<file path="src/rtl/hazard_control_unit.sv">
// Hazard and stall controller for the 5-stage MIPS pipeline: load-use and branch-in-ID
// interlocks, a multi-cycle MDU busy tracker, and saturating stall/flush counters.
module hazard_control_unit #(
    parameter int REG_AW      = 5,
    parameter int MDU_LATENCY = 4,
    parameter int CNT_W       = 16
) (
    input  logic              clk,
    input  logic              reset,
    input  logic [REG_AW-1:0] id_rs,
    input  logic [REG_AW-1:0] id_rt,
    input  logic              id_uses_rs,
    input  logic              id_uses_rt,
    input  logic              id_branch,
    input  logic              id_branch_taken,
    input  logic              id_mdu_start,
    input  logic              id_mdu_read,
    input  logic [REG_AW-1:0] ex_rd,
    input  logic              ex_reg_write,
    input  logic              ex_mem_read,
    input  logic [REG_AW-1:0] mem_rd,
    input  logic              mem_mem_read,
    input  logic              cnt_clear,
    output logic              pc_write,
    output logic              ifid_write,
    output logic              ifid_flush,
    output logic              control_mux,
    output logic              mdu_busy,
    output logic [CNT_W-1:0]  stall_count,
    output logic [CNT_W-1:0]  flush_count
);

    typedef enum logic {
        IDLE,
        BUSY
    } mdu_state_t;

    localparam logic [7:0] MDU_LOAD = 8'(MDU_LATENCY);

    mdu_state_t       state_q, state_d;
    logic [7:0]       mdu_cnt_q, mdu_cnt_d;
    logic [CNT_W-1:0] stall_count_q, stall_count_d;
    logic [CNT_W-1:0] flush_count_q, flush_count_d;

    logic match_ex, match_mem;
    logic stall, mdu_accept;

    // Register 0 is hard-wired to zero, so a write to it can never be a true dependency.
    assign match_ex  = (ex_rd != '0) &&
                       ((id_uses_rs && ex_rd == id_rs) || (id_uses_rt && ex_rd == id_rt));
    assign match_mem = (mem_rd != '0) &&
                       ((id_uses_rs && mem_rd == id_rs) || (id_uses_rt && mem_rd == id_rt));

    assign mdu_busy   = (mdu_cnt_q != '0);
    assign stall      = (ex_mem_read && match_ex) ||
                        (id_branch && ex_reg_write && match_ex) ||
                        (id_branch && mem_mem_read && match_mem) ||
                        (mdu_busy && (id_mdu_start || id_mdu_read));
    assign mdu_accept = id_mdu_start && !stall;

    always_comb begin
        // NOTE: every output gets a default first so no path through the ifs infers a latch.
        pc_write    = 1'b1;
        ifid_write  = 1'b1;
        ifid_flush  = 1'b0;
        control_mux = 1'b1;
        if (!reset) begin
            if (stall) begin
                pc_write    = 1'b0;
                ifid_write  = 1'b0;
                control_mux = 1'b0;
            end else if (id_branch && id_branch_taken) begin
                ifid_flush = 1'b1;
            end
        end
    end

    always_comb begin
        state_d   = state_q;
        mdu_cnt_d = mdu_cnt_q;
        case (state_q)
            IDLE: begin
                if (mdu_accept) begin
                    mdu_cnt_d = MDU_LOAD;
                    state_d   = BUSY;
                end
            end
            BUSY: begin
                mdu_cnt_d = mdu_cnt_q - 8'd1;
                if (mdu_cnt_q == 8'd1) state_d = IDLE;
            end
            default: state_d = IDLE;
        endcase
    end

    always_comb begin
        stall_count_d = stall_count_q;
        flush_count_d = flush_count_q;
        if (cnt_clear) begin
            stall_count_d = '0;
            flush_count_d = '0;
        end else begin
            if (stall && stall_count_q != '1) stall_count_d = stall_count_q + 1'b1;
            if (ifid_flush && flush_count_q != '1) flush_count_d = flush_count_q + 1'b1;
        end
    end

    // NOTE: state uses non-blocking assignments and an async reset, so reset aborts the MDU at once.
    always_ff @(posedge clk or posedge reset) begin
        if (reset) begin
            state_q       <= IDLE;
            mdu_cnt_q     <= '0;
            stall_count_q <= '0;
            flush_count_q <= '0;
        end else begin
            state_q       <= state_d;
            mdu_cnt_q     <= mdu_cnt_d;
            stall_count_q <= stall_count_d;
            flush_count_q <= flush_count_d;
        end
    end

    assign stall_count = stall_count_q;
    assign flush_count = flush_count_q;

endmodule

</file>
<file path="config.mk">
export PLATFORM = sky130hd
export DESIGN_NAME = hazard_control_unit
export DESIGN_NICKNAME = d
export VERILOG_FILES = /design/src/rtl/hazard_control_unit.sv
export SDC_FILE = /design/constraint.sdc
export NUM_CORES = 1
export LEC_CHECK = 0
export ABC_AREA = 1
export BUFFER_PORTS_ARGS = -buffer_cell sky130_fd_sc_hd__buf_2
export CAP_MARGIN = 20
export CELL_PAD_IN_SITES_DETAIL_PLACEMENT = 1
export CELL_PAD_IN_SITES_GLOBAL_PLACEMENT = 2
export CORE_MARGIN = 1
export CORE_UTILIZATION = 30
export CTS_CLUSTER_DIAMETER = 200
export DETAILED_ROUTE_END_ITERATION = 16
export HOLD_SLACK_MARGIN = 0.03
export PLACE_DENSITY = 0.79
export SLEW_MARGIN = 20
export SYNTH_ARGS = -nofsm -noshare
export SYNTH_HDL_FRONTEND = slang
export SYNTH_SLANG_ARGS = --single-unit
</file>
<file path="constraint.sdc">
create_clock -name clk -period 2.3 [get_ports clk]
set_input_delay 0.23 -clock clk [delete_from_list [all_inputs] [get_ports clk]]
set_output_delay 0.23 -clock clk [all_outputs]
set_load 0.05 [all_outputs]
</file>
==> tab_implementation.tex, run 1 <==
\begin{tabular}{lr}
\hline
Metric & Value \\
\hline
\multicolumn{2}{l}{\textbf{Placed design}} \\
Placed wire-length estimate & 6.72 mm \\
Number of port buffers & 68 \\
Area after DPL & 0.00351 sq mm \\
Global placer's final weighted congestion & 0.829 \\
\multicolumn{2}{l}{\textbf{Final layout}} \\
Fill cell count & 1295 \\
Multi-input gate area in the final layout & 0.00170 sq mm \\
Antenna Diode Count & 0 \\
NumNets Final & 541 \\
Area grow syn2layout & 21.0\% \\
Sequential Area & 0.00103 sq mm \\
Layout cell share with drive strength beyond 1 & 21.5\% \\
Cell area after layout & 0.00367 sq mm \\
\multicolumn{2}{l}{\textbf{CTS}} \\
Clock tree buffer depth & 2 \\
Clock buffer count from CTS & 5 \\
Setup repair bufs after CTS & 0 \\
Hold-fix buffer count after cts & 0 \\
Clock tree from TritonCTS & built \\
Clock latency reported for the late side of the worst-skew pair & 0.31 ns \\
\# clock sinks & 41 \\
Buffer cell driving the clock tree root & sky130\_fd\_sc\_hd\_\_clkbuf\_8 \\
H-tree depth reported by CTS & 2 \\
Clock-pin slew on the worst setup and hold paths & 0.10 ns \\
\multicolumn{2}{l}{\textbf{STA}} \\
Transition time at the pin with the least slew margin & 0.575 ns \\
Final number of hold-violating endpoints & 0 \\
Highest Clock Rate & 469 MHz \\
Worst hold slack after final layout & 0.0956 ns \\
Final min period & 2.13 ns \\
Share of the clock period used by the worst path & 92.8\% \\
Worst-case headroom to the max-slew limit & 61.7\% \\
Setup repair after global routing missed its margin & yes \\
Final Max Tran Viols & 0 \\
Final setup violation count & 0 \\
Max Clock Skew & 0.0147 ns \\
\multicolumn{2}{l}{\textbf{Yosys}} \\
Post-Synthesis Cells & 435 \\
Top FF cell, synth & sky130\_fd\_sc\_hd\_\_dfrtp\_1 \\
Top cell type's share of synthesized area & 33.8\% \\
Library cell with the largest summed area after synthesis & sky130\_fd\_sc\_hd\_\_dfrtp\_1 \\
Summed instance area of the synthesized netlist & 0.00304 sq mm \\
Top cell types by occurrence after synthesis & 120 x sky130\_fd\_sc\_hd\_\_nand2\_1, 55 x sky130\_fd\_sc\_hd\_\_nand3\_1, 54 x sky130\_fd\_sc\_hd\_\_inv\_1 \\
Proportion of synthesized chip area in sequential cells & 33.8\% \\
Mean post-synth cell area & 6.98 sq um \\
Number of synthesis warnings & 0 \\
Flops \& latches, synth & 41 \\
Post-synthesis async set-or-reset flop share & 100\% \\
Leading cell type by number of instances after synthesis & sky130\_fd\_sc\_hd\_\_nand2\_1 \\
EDFF count, synth & 0 \\
Number of distinct standard cells referenced by the synthesized netlist & 36 \\
Net count of the mapped netlist & 471 \\
Cell types with the largest area share after synthesis & sky130\_fd\_sc\_hd\_\_dfrtp\_1 34\%, sky130\_fd\_sc\_hd\_\_nand2\_1 15\%, sky130\_fd\_sc\_hd\_\_nand3\_1 9.1\%, sky130\_fd\_sc\_hd\_\_xor2\_1 8.4\%, sky130\_fd\_sc\_hd\_\_inv\_1 6.7\% \\
\multicolumn{2}{l}{\textbf{Routing}} \\
Antenna violation net count after detailed routing & 0 \\
Number of detailed-route iterations in the first pass & 4 \\
Wirelength, routed & 8.71 mm \\
Number of design rule violations left after detail routing & 0 \\
Average wire per standard cell & 13.6 microns \\
Via count & 3041 \\
Via count normalized by instance count & 4.76 \\
First-iteration detailed-routing DRC count & 57 \\
\multicolumn{2}{l}{\textbf{Worst setup path}} \\
Data required time of the critical path & 2.07 ns \\
Critical path data arrival time & 1.90 ns \\
Critical path's top delay family & simple AND/OR/NAND/NOR gates \\
Critical path buffers and inverters & 3 \\
Worst setup path category & register to output pin \\
Critical path's slowest cell & sky130\_fd\_sc\_hd\_\_dfrtp\_1 \\
Crit-path most repeated cell & sky130\_fd\_sc\_hd\_\_inv\_1 \\
Endpoint type of the worst setup path & output pin \\
Maximum fanout encountered on the critical timing path & 4 \\
Worst setup path startpoint & mdu\_cnt\_q[0] \\
Series of cell instances along the critical path & inv\_1 > ha\_1 > inv\_1 > nor2\_1 > nand2\_1 > o21ai\_2 > nand3\_4 > nand2\_2 > buf\_2 \\
Critical register-to-register path startpoint & mdu\_cnt\_q[0] \\
CP startpoint kind & register \\
Delay of the slowest critical-path stage & 0.41 ns \\
\multicolumn{2}{l}{\textbf{Hold path}} \\
Path type of the worst min-delay path & primary input to asynchronous set/reset pin \\
\multicolumn{2}{l}{\textbf{Global route}} \\
Total global routing track utilization & 17.5\% \\
Gr ovfl total & 0 \\
Global-route wire length before repair & 14.5 mm \\
Pin count of the biggest net entering global routing & 42 \\
Number of antenna violations at the first check in global routing & 0 \\
Vias in the first global route & 2948 \\
\multicolumn{2}{l}{\textbf{Pwr}} \\
Worst ir drop on vdd & 0.261 mV \\
Static leakage power & 0.00209 uW \\
Areal power density over the cells & 590 mW/mm\^{}2 \\
Total power & 2170 uW \\
\multicolumn{2}{l}{\textbf{Floorplan}} \\
I/O Pins & 69 \\
Initial core utilization & 31.1\% \\
Die footprint & 0.0105 sq mm \\
Chip Width & 103 microns \\
Die span in y & 103 microns \\
Number of rows in the core area & 36 \\
Area of the placeable core & 0.00977 sq mm \\
\multicolumn{2}{l}{\textbf{Flow run}} \\
MaxCap Viol Count & 0 \\
\multicolumn{2}{l}{\textbf{Status}} \\
Status & finished clean \\
\hline
\end{tabular}
layout by cell type, fill, tap and decap left out, types with 2 or more instances in the layout:
cell type and n:
sky130_fd_sc_hd__buf_2 66, sky130_fd_sc_hd__buf_4 8, sky130_fd_sc_hd__bufinv_16 2, sky130_fd_sc_hd__clkbuf_8 5
sky130_fd_sc_hd__dfrtp_1 41, sky130_fd_sc_hd__ha_1 4, sky130_fd_sc_hd__inv_1 53, sky130_fd_sc_hd__inv_2 8
sky130_fd_sc_hd__nand2_1 119, sky130_fd_sc_hd__nand2_2 2, sky130_fd_sc_hd__nand3_1 55, sky130_fd_sc_hd__nand3_4 2
sky130_fd_sc_hd__nand3b_1 10, sky130_fd_sc_hd__nand4_1 25, sky130_fd_sc_hd__nor2_1 43, sky130_fd_sc_hd__nor2_2 2
sky130_fd_sc_hd__nor3_1 5, sky130_fd_sc_hd__nor3_2 2, sky130_fd_sc_hd__o21ai_0 4, sky130_fd_sc_hd__xnor2_1 3
sky130_fd_sc_hd__xor2_1 29
registers in the layout (all words and copies together), names as in the netlist:
signal       count
state_q          1
stall_count     16
mdu_cnt_q        8
flush_count     16
report_power, final:
group	leakage (uW)	switching (uW)	internal (uW)
combinational	0.00147	360	187
sequential	0.000550	76.1	813
clock	0.0000687	293	438
total	0.00209	729	1440
worst reg2reg max path: stages (launching register included):
cell and delay (ns):
sky130_fd_sc_hd__dfrtp_1 0.41, sky130_fd_sc_hd__inv_1 0.09, sky130_fd_sc_hd__ha_1 0.20, sky130_fd_sc_hd__inv_1 0.05
sky130_fd_sc_hd__nor2_1 0.10, sky130_fd_sc_hd__nand2_1 0.10, sky130_fd_sc_hd__o21ai_2 0.12, sky130_fd_sc_hd__inv_1 0.08
sky130_fd_sc_hd__a21oi_2 0.15, sky130_fd_sc_hd__nand4_4 0.27, sky130_fd_sc_hd__nand3_1 0.18, sky130_fd_sc_hd__nand2_1 0.06
cells by family (layout without fill, tap and decap cells):
logic type                 after synthesis  count (layout)  synth area share, %
AOI/OAI and AO/OA                        9               9                 1.65
and+or+nand+nor                        274             274                 43.0
buffers and inverters                   75             146                 10.6
adders and majority gates                4               4                 1.65
xor gates and xnor gates                32              32                 9.23
DFF                                     41              41                 33.8
final cells by class:
cell class                 count  area share [%]
clock buffer                   5            1.87
clock inverter                 3            1.87
inverter                      62            6.34
multi-input combinational    319            46.3
sequential                    41            27.9
tap                          133            4.53
timing repair buffer          76            11.1
worst paths after layout:
path	to	slack, ns	cells past startpoint
max	ifid_write	0.17	9
min	mdu_cnt_q[5]	0.1	3
max reg2reg	flush_count[9]	0.38	11
min reg2reg	mdu_cnt_q[3]	0.48	1
max in group asynchronous	flush_count[11]	1.80	3
min in group clk	mdu_cnt_q[2]	0.29	5
layer usage:
layer,wire length [microns],up-vias,GRT usage (%)
met5,0,-,0
met4,126,0,4.95
met3,222,11,2.51
met2,4250,34,30.4
met1,4110,1465,22.5
li1,-,1531,-
stage by stage:
step                      setup WS (ns)  utilization [%]  instances  setup TNS [ns]
final                             0.166             37.6        639               0
after global placement            0.234             36.0        631               0
after floorplan                  0.0706                -        435               0
after global routing            -0.0214             37.6        639         -0.0550
after CTS                        0.0990             37.5        639               0
after detailed placement          0.229             36.0        631               0
timing repair:
action / 4_1_cts / 5_1_grt
endpoints found under the setup margin: 4 / 4
pin swaps: 1 / 0
gates resized for setup: 3 / 2
No activity file was read; power rests on OpenSTA's default activity.
==> inputs of run 2 (changes only) <==
--- a/config.mk
+++ b/config.mk
@@ -5,17 +5,17 @@
 export SDC_FILE = /design/constraint.sdc
 export NUM_CORES = 1
 export LEC_CHECK = 0
-export ABC_AREA = 1
+export ABC_AREA = 0
 export BUFFER_PORTS_ARGS = -buffer_cell sky130_fd_sc_hd__buf_2
 export CAP_MARGIN = 20
 export CELL_PAD_IN_SITES_DETAIL_PLACEMENT = 1
 export CELL_PAD_IN_SITES_GLOBAL_PLACEMENT = 2
 export CORE_MARGIN = 1
-export CORE_UTILIZATION = 30
+export CORE_UTILIZATION = 31
 export CTS_CLUSTER_DIAMETER = 200
 export DETAILED_ROUTE_END_ITERATION = 16
 export HOLD_SLACK_MARGIN = 0.03
-export PLACE_DENSITY = 0.79
+export PLACE_DENSITY = 0.77
 export SLEW_MARGIN = 20
 export SYNTH_ARGS = -nofsm -noshare
 export SYNTH_HDL_FRONTEND = slang
==> constraint.sdc (replaced) <==
create_clock -name clk -period 2.3 [get_ports clk]
set_input_delay 0.23 -clock clk [delete_from_list [all_inputs] [get_ports clk]]
set_output_delay 0.23 -clock clk [all_outputs]
set_load 0.1 [all_outputs]
==> tab_implementation.tex, run 2 <==
\begin{tabular}{lr}
\hline
Metric & Value \\
\hline
\multicolumn{2}{l}{\textbf{STA}} \\
Max Clock Skew & 0.00565 ns (-0.00900 ns) \\
Final number of hold-violating endpoints & 0 (unchanged) \\
Final min period & 2.23 ns (+0.0930 ns) \\
Highest Clock Rate & 449 MHz (-4.2\%) \\
Transition time at the pin with the least slew margin & 0.671 ns (+0.0961 ns) \\
Final setup violation count & 0 (unchanged) \\
Worst hold slack after final layout & 0.184 ns (+0.0886 ns) \\
Worst-case headroom to the max-slew limit & 54.6\% (-7.0 points) \\
Final Max Tran Viols & 0 (unchanged) \\
Share of the clock period used by the worst path & 96.8\% (+4.0 points) \\
\multicolumn{2}{l}{\textbf{CTS}} \\
Clock latency reported for the late side of the worst-skew pair & 0.29 ns (-0.02 ns) \\
Clock buffer count from CTS & 5 (unchanged) \\
\# clock sinks & 41 (unchanged) \\
Clock tree buffer depth & 2 (unchanged) \\
Clock tree from TritonCTS & built \\
Clock-pin slew on the worst setup and hold paths & 0.08 ns (-0.02 ns) \\
H-tree depth reported by CTS & 2 (unchanged) \\
Buffer cell driving the clock tree root & sky130\_fd\_sc\_hd\_\_clkbuf\_8 \\
\multicolumn{2}{l}{\textbf{Placed design}} \\
Number of port buffers & 68 (unchanged) \\
Global placer's final weighted congestion & 0.806 (-2.8\%) \\
Area after DPL & 0.00320 sq mm (-9.1\%) \\
Placed wire-length estimate & 5.25 mm (-22\%) \\
\multicolumn{2}{l}{\textbf{Floorplan}} \\
Die footprint & 0.00853 sq mm (-19\%) \\
Initial core utilization & 32.4\% (+1.4 points) \\
Area of the placeable core & 0.00781 sq mm (-20\%) \\
Number of rows in the core area & 32 (-11\%) \\
Die span in y & 92.4 microns (-10\%) \\
I/O Pins & 69 (unchanged) \\
Chip Width & 92.4 microns (-10\%) \\
\multicolumn{2}{l}{\textbf{Routing}} \\
Via count normalized by instance count & 5.18 (+8.9\%) \\
Number of detailed-route iterations in the first pass & 4 (unchanged) \\
Antenna violation net count after detailed routing & 0 (unchanged) \\
Via count & 2405 (-21\%) \\
First-iteration detailed-routing DRC count & 83 (+46\%) \\
Average wire per standard cell & 15.5 microns (+14\%) \\
Number of design rule violations left after detail routing & 0 (unchanged) \\
Wirelength, routed & 7.21 mm (-17\%) \\
\multicolumn{2}{l}{\textbf{Yosys}} \\
Mean post-synth cell area & 9.31 sq um (+33\%) \\
EDFF count, synth & 0 (unchanged) \\
Top FF cell, synth & sky130\_fd\_sc\_hd\_\_dfrtp\_1 \\
Number of synthesis warnings & 0 (unchanged) \\
Post-Synthesis Cells & 272 (-37\%) \\
Cell types with the largest area share after synthesis & sky130\_fd\_sc\_hd\_\_dfrtp\_1 41\%, sky130\_fd\_sc\_hd\_\_xnor2\_1 7.3\%, sky130\_fd\_sc\_hd\_\_xor2\_1 3.8\%, sky130\_fd\_sc\_hd\_\_a21oi\_1 3.8\%, sky130\_fd\_sc\_hd\_\_nand3\_1 3.2\% \\
Fraction of the mapped netlist area in adder cells & 1.98\% (+0.33 points) \\
Fraction of synthesized area in multiplexers & 3.86\% (+3.9 points) \\
Net count of the mapped netlist & 308 (-35\%) \\
Flops \& latches, synth & 41 (unchanged) \\
Top cell type's share of synthesized area & 40.5\% (+6.7 points) \\
Xor/xnor cell area share of the yosys netlist & 11.1\% (+1.8 points) \\
Summed instance area of the synthesized netlist & 0.00253 sq mm (-17\%) \\
Library cell with the largest summed area after synthesis & sky130\_fd\_sc\_hd\_\_dfrtp\_1 \\
Proportion of synthesized chip area in sequential cells & 40.5\% (+6.7 points) \\
Top cell types by occurrence after synthesis & 41 x sky130\_fd\_sc\_hd\_\_dfrtp\_1, 21 x sky130\_fd\_sc\_hd\_\_xnor2\_1, 20 x sky130\_fd\_sc\_hd\_\_nand2\_1, 20 x sky130\_fd\_sc\_hd\_\_nor2\_1, 19 x sky130\_fd\_sc\_hd\_\_a21oi\_1 \\
Number of distinct standard cells referenced by the synthesized netlist & 47 (+31\%) \\
Largest family of logic cells by synthesized area & simple AND/OR/NAND/NOR gates \\
Simple-gate area share of the yosys netlist & 24.7\% (-18 points) \\
Compound-gate portion of the synthesized area & 14.5\% (+13 points) \\
Post-synthesis async set-or-reset flop share & 100\% (unchanged) \\
Leading cell type by number of instances after synthesis & sky130\_fd\_sc\_hd\_\_dfrtp\_1 \\
\multicolumn{2}{l}{\textbf{Final layout}} \\
Layout cell share with drive strength beyond 1 & 41.2\% (+20 points) \\
Area grow syn2layout & 36.6\% \\
Fill cell count & 937 (-28\%) \\
Utilization after layout & 44.3\% (+6.7 points) \\
Antenna Diode Count & 0 (unchanged) \\
Cell area after layout & 0.00346 sq mm (-5.8\%) \\
Most frequent cells in the layout & 64 x sky130\_fd\_sc\_hd\_\_buf\_2, 22 x sky130\_fd\_sc\_hd\_\_dfrtp\_2, 21 x sky130\_fd\_sc\_hd\_\_xnor2\_1, 21 x sky130\_fd\_sc\_hd\_\_buf\_4, 20 x sky130\_fd\_sc\_hd\_\_nor2\_1 \\
NumNets Final & 397 (-27\%) \\
Most common library cell in the layout ignoring fill and taps & sky130\_fd\_sc\_hd\_\_buf\_2 \\
\multicolumn{2}{l}{\textbf{Global route}} \\
Global routing usage on met3 & 3.61\% (+1.1 points) \\
Gr ovfl total & 0 (unchanged) \\
M1 GR Usage & 21.9\% (-0.68 points) \\
Routing usage on met2 & 30.2\% (-0.23 points) \\
Total global routing track utilization & 17.4\% (-0.092 points) \\
Vias in the first global route & 2459 (-17\%) \\
Pin count of the biggest net entering global routing & 42 (unchanged) \\
Most used routing layer & met2 \\
Global-route wire length before repair & 11.8 mm (-19\%) \\
Number of antenna violations at the first check in global routing & 0 (unchanged) \\
\multicolumn{2}{l}{\textbf{Pwr}} \\
Static leakage power & 0.00152 uW (-27\%) \\
Worst ir drop on vdd & 0.300 mV (+15\%) \\
Areal power density over the cells & 639 mW/mm\^{}2 (+8.3\%) \\
\multicolumn{2}{l}{\textbf{Worst setup path}} \\
Critical path's slowest cell & sky130\_fd\_sc\_hd\_\_dfrtp\_1 \\
Critical register-to-register path startpoint & mdu\_cnt\_q[4] \\
Cell depth of the worst flop-to-flop path & 9 (-2) \\
Worst setup path category & register to output pin \\
Delay of the slowest critical-path stage & 0.41 ns (about the same) \\
Setup slack, reg-to-reg & 0.13 ns (-0.25 ns) \\
Endpoint type of the worst setup path & output pin \\
Crit-path most repeated cell & sky130\_fd\_sc\_hd\_\_buf\_12 \\
Series of cell instances along the critical path & nor4\_4 > nand3\_4 > o21ai\_4 > a21boi\_4 > buf\_12 > nand2\_8 > clkinvlp\_4 > buf\_12 \\
R2r endpoint & flush\_count[7] \\
Critical path data arrival time & 2.00 ns (+0.10 ns) \\
Maximum fanout encountered on the critical timing path & 5 (+1) \\
CP startpoint kind & register \\
Data required time of the critical path & 2.07 ns (about the same) \\
\multicolumn{2}{l}{\textbf{Status}} \\
Status & finished clean \\
\multicolumn{2}{l}{\textbf{Flow run}} \\
MaxCap Viol Count & 0 (unchanged) \\
\multicolumn{2}{l}{\textbf{Hold path}} \\
Path type of the worst min-delay path & primary input to asynchronous set/reset pin \\
\hline
\end{tabular}
==> run 2: how the worst max path moves through the flow <==
stage	slack [ns]	start	to	cells past startpoint
6_report	0.07	mdu_cnt_q[4]	ifid_flush	8
5_1_grt	-0.03	mdu_cnt_q[4]	ifid_flush	8
4_1_cts	0.03	mdu_cnt_q[4]	ifid_write	8
3_5_place_dp	0.04	id_rt[3]	stall_count[13]	8
3_3_place_gp	0.05	mem_rd[1]	flush_count[11]	7
2_1_floorplan	-0.10	mdu_cnt_q[4]	flush_count[7]	8
==> run 2: report_power, final <==
group	leakage (uW)	internal (uW)	switching, uW	total (uW)
Clock	0.0000585	354	261	615
Combinational	0.000949	282	390	672
Sequential	0.000508	817	106	923
Total	0.00152	1450	757	2210
==> run 2: logic make-up after synthesis <==
group,after synthesis
AND/OR/NAND/NOR,113
AO/OA/AOI/OAI,55
flip-flops,41
XOR/XNOR,32
buffers and inverters,18
multiplexers,9
adder cells (fa/ha/maj),4
==> run 2: timing repair <==
| item | CTS | global route |
|---|---|---|
| setup buffers | 0 | 9 |
| pin swaps | 0 | 5 |
| hold buffers | 0 | 0 |
| gates cloned | 0 | 2 |
| endpoints found under the setup margin | 1 | 12 |
| gates resized for setup | 1 | 7 |
==> run 2: final cells by class <==
cell class	count	area (sq um)	area share, %
multi-input combinational	215	1540	44.5
sequential	41	1060	30.8
clock inverter	1	30.0	0.868
inverter	8	33.8	0.977
timing repair buffer	90	578	16.7
tap	102	128	3.69
clock buffer	7	86.3	2.50
==> run 2: per-layer routing <==
layer	share of wire, %	vias up
met5	0	-
met4	0.93	0
met3	4.2	6
met2	50	49
met1	45	1178
li1	-	1172
==> run 2: critical path, delay by kind of cell (launching register included) <==
| kind | cells | cell delay, ns |
|---|---|---|
| buffers and inverters | 3 | 0.45 |
| AND/OR/NAND/NOR | 3 | 0.54 |
| flip-flops | 1 | 0.41 |
| AO/OA/AOI/OAI | 2 | 0.31 |
==> run 2: per-stage QoR <==
step / std cells / power [uW] / TNS (ns) / worst slack, ns
final: 464 / 2210 / 0 / 0.0730
after CTS: 453 / 2200 / 0 / 0.0264
after global placement: 445 / 1550 / 0 / 0.0508
after global routing: 464 / 2340 / -0.0306 / -0.0305
after floorplan: 272 / 1370 / -0.233 / -0.103
after detailed placement: 445 / 1570 / 0 / 0.0365
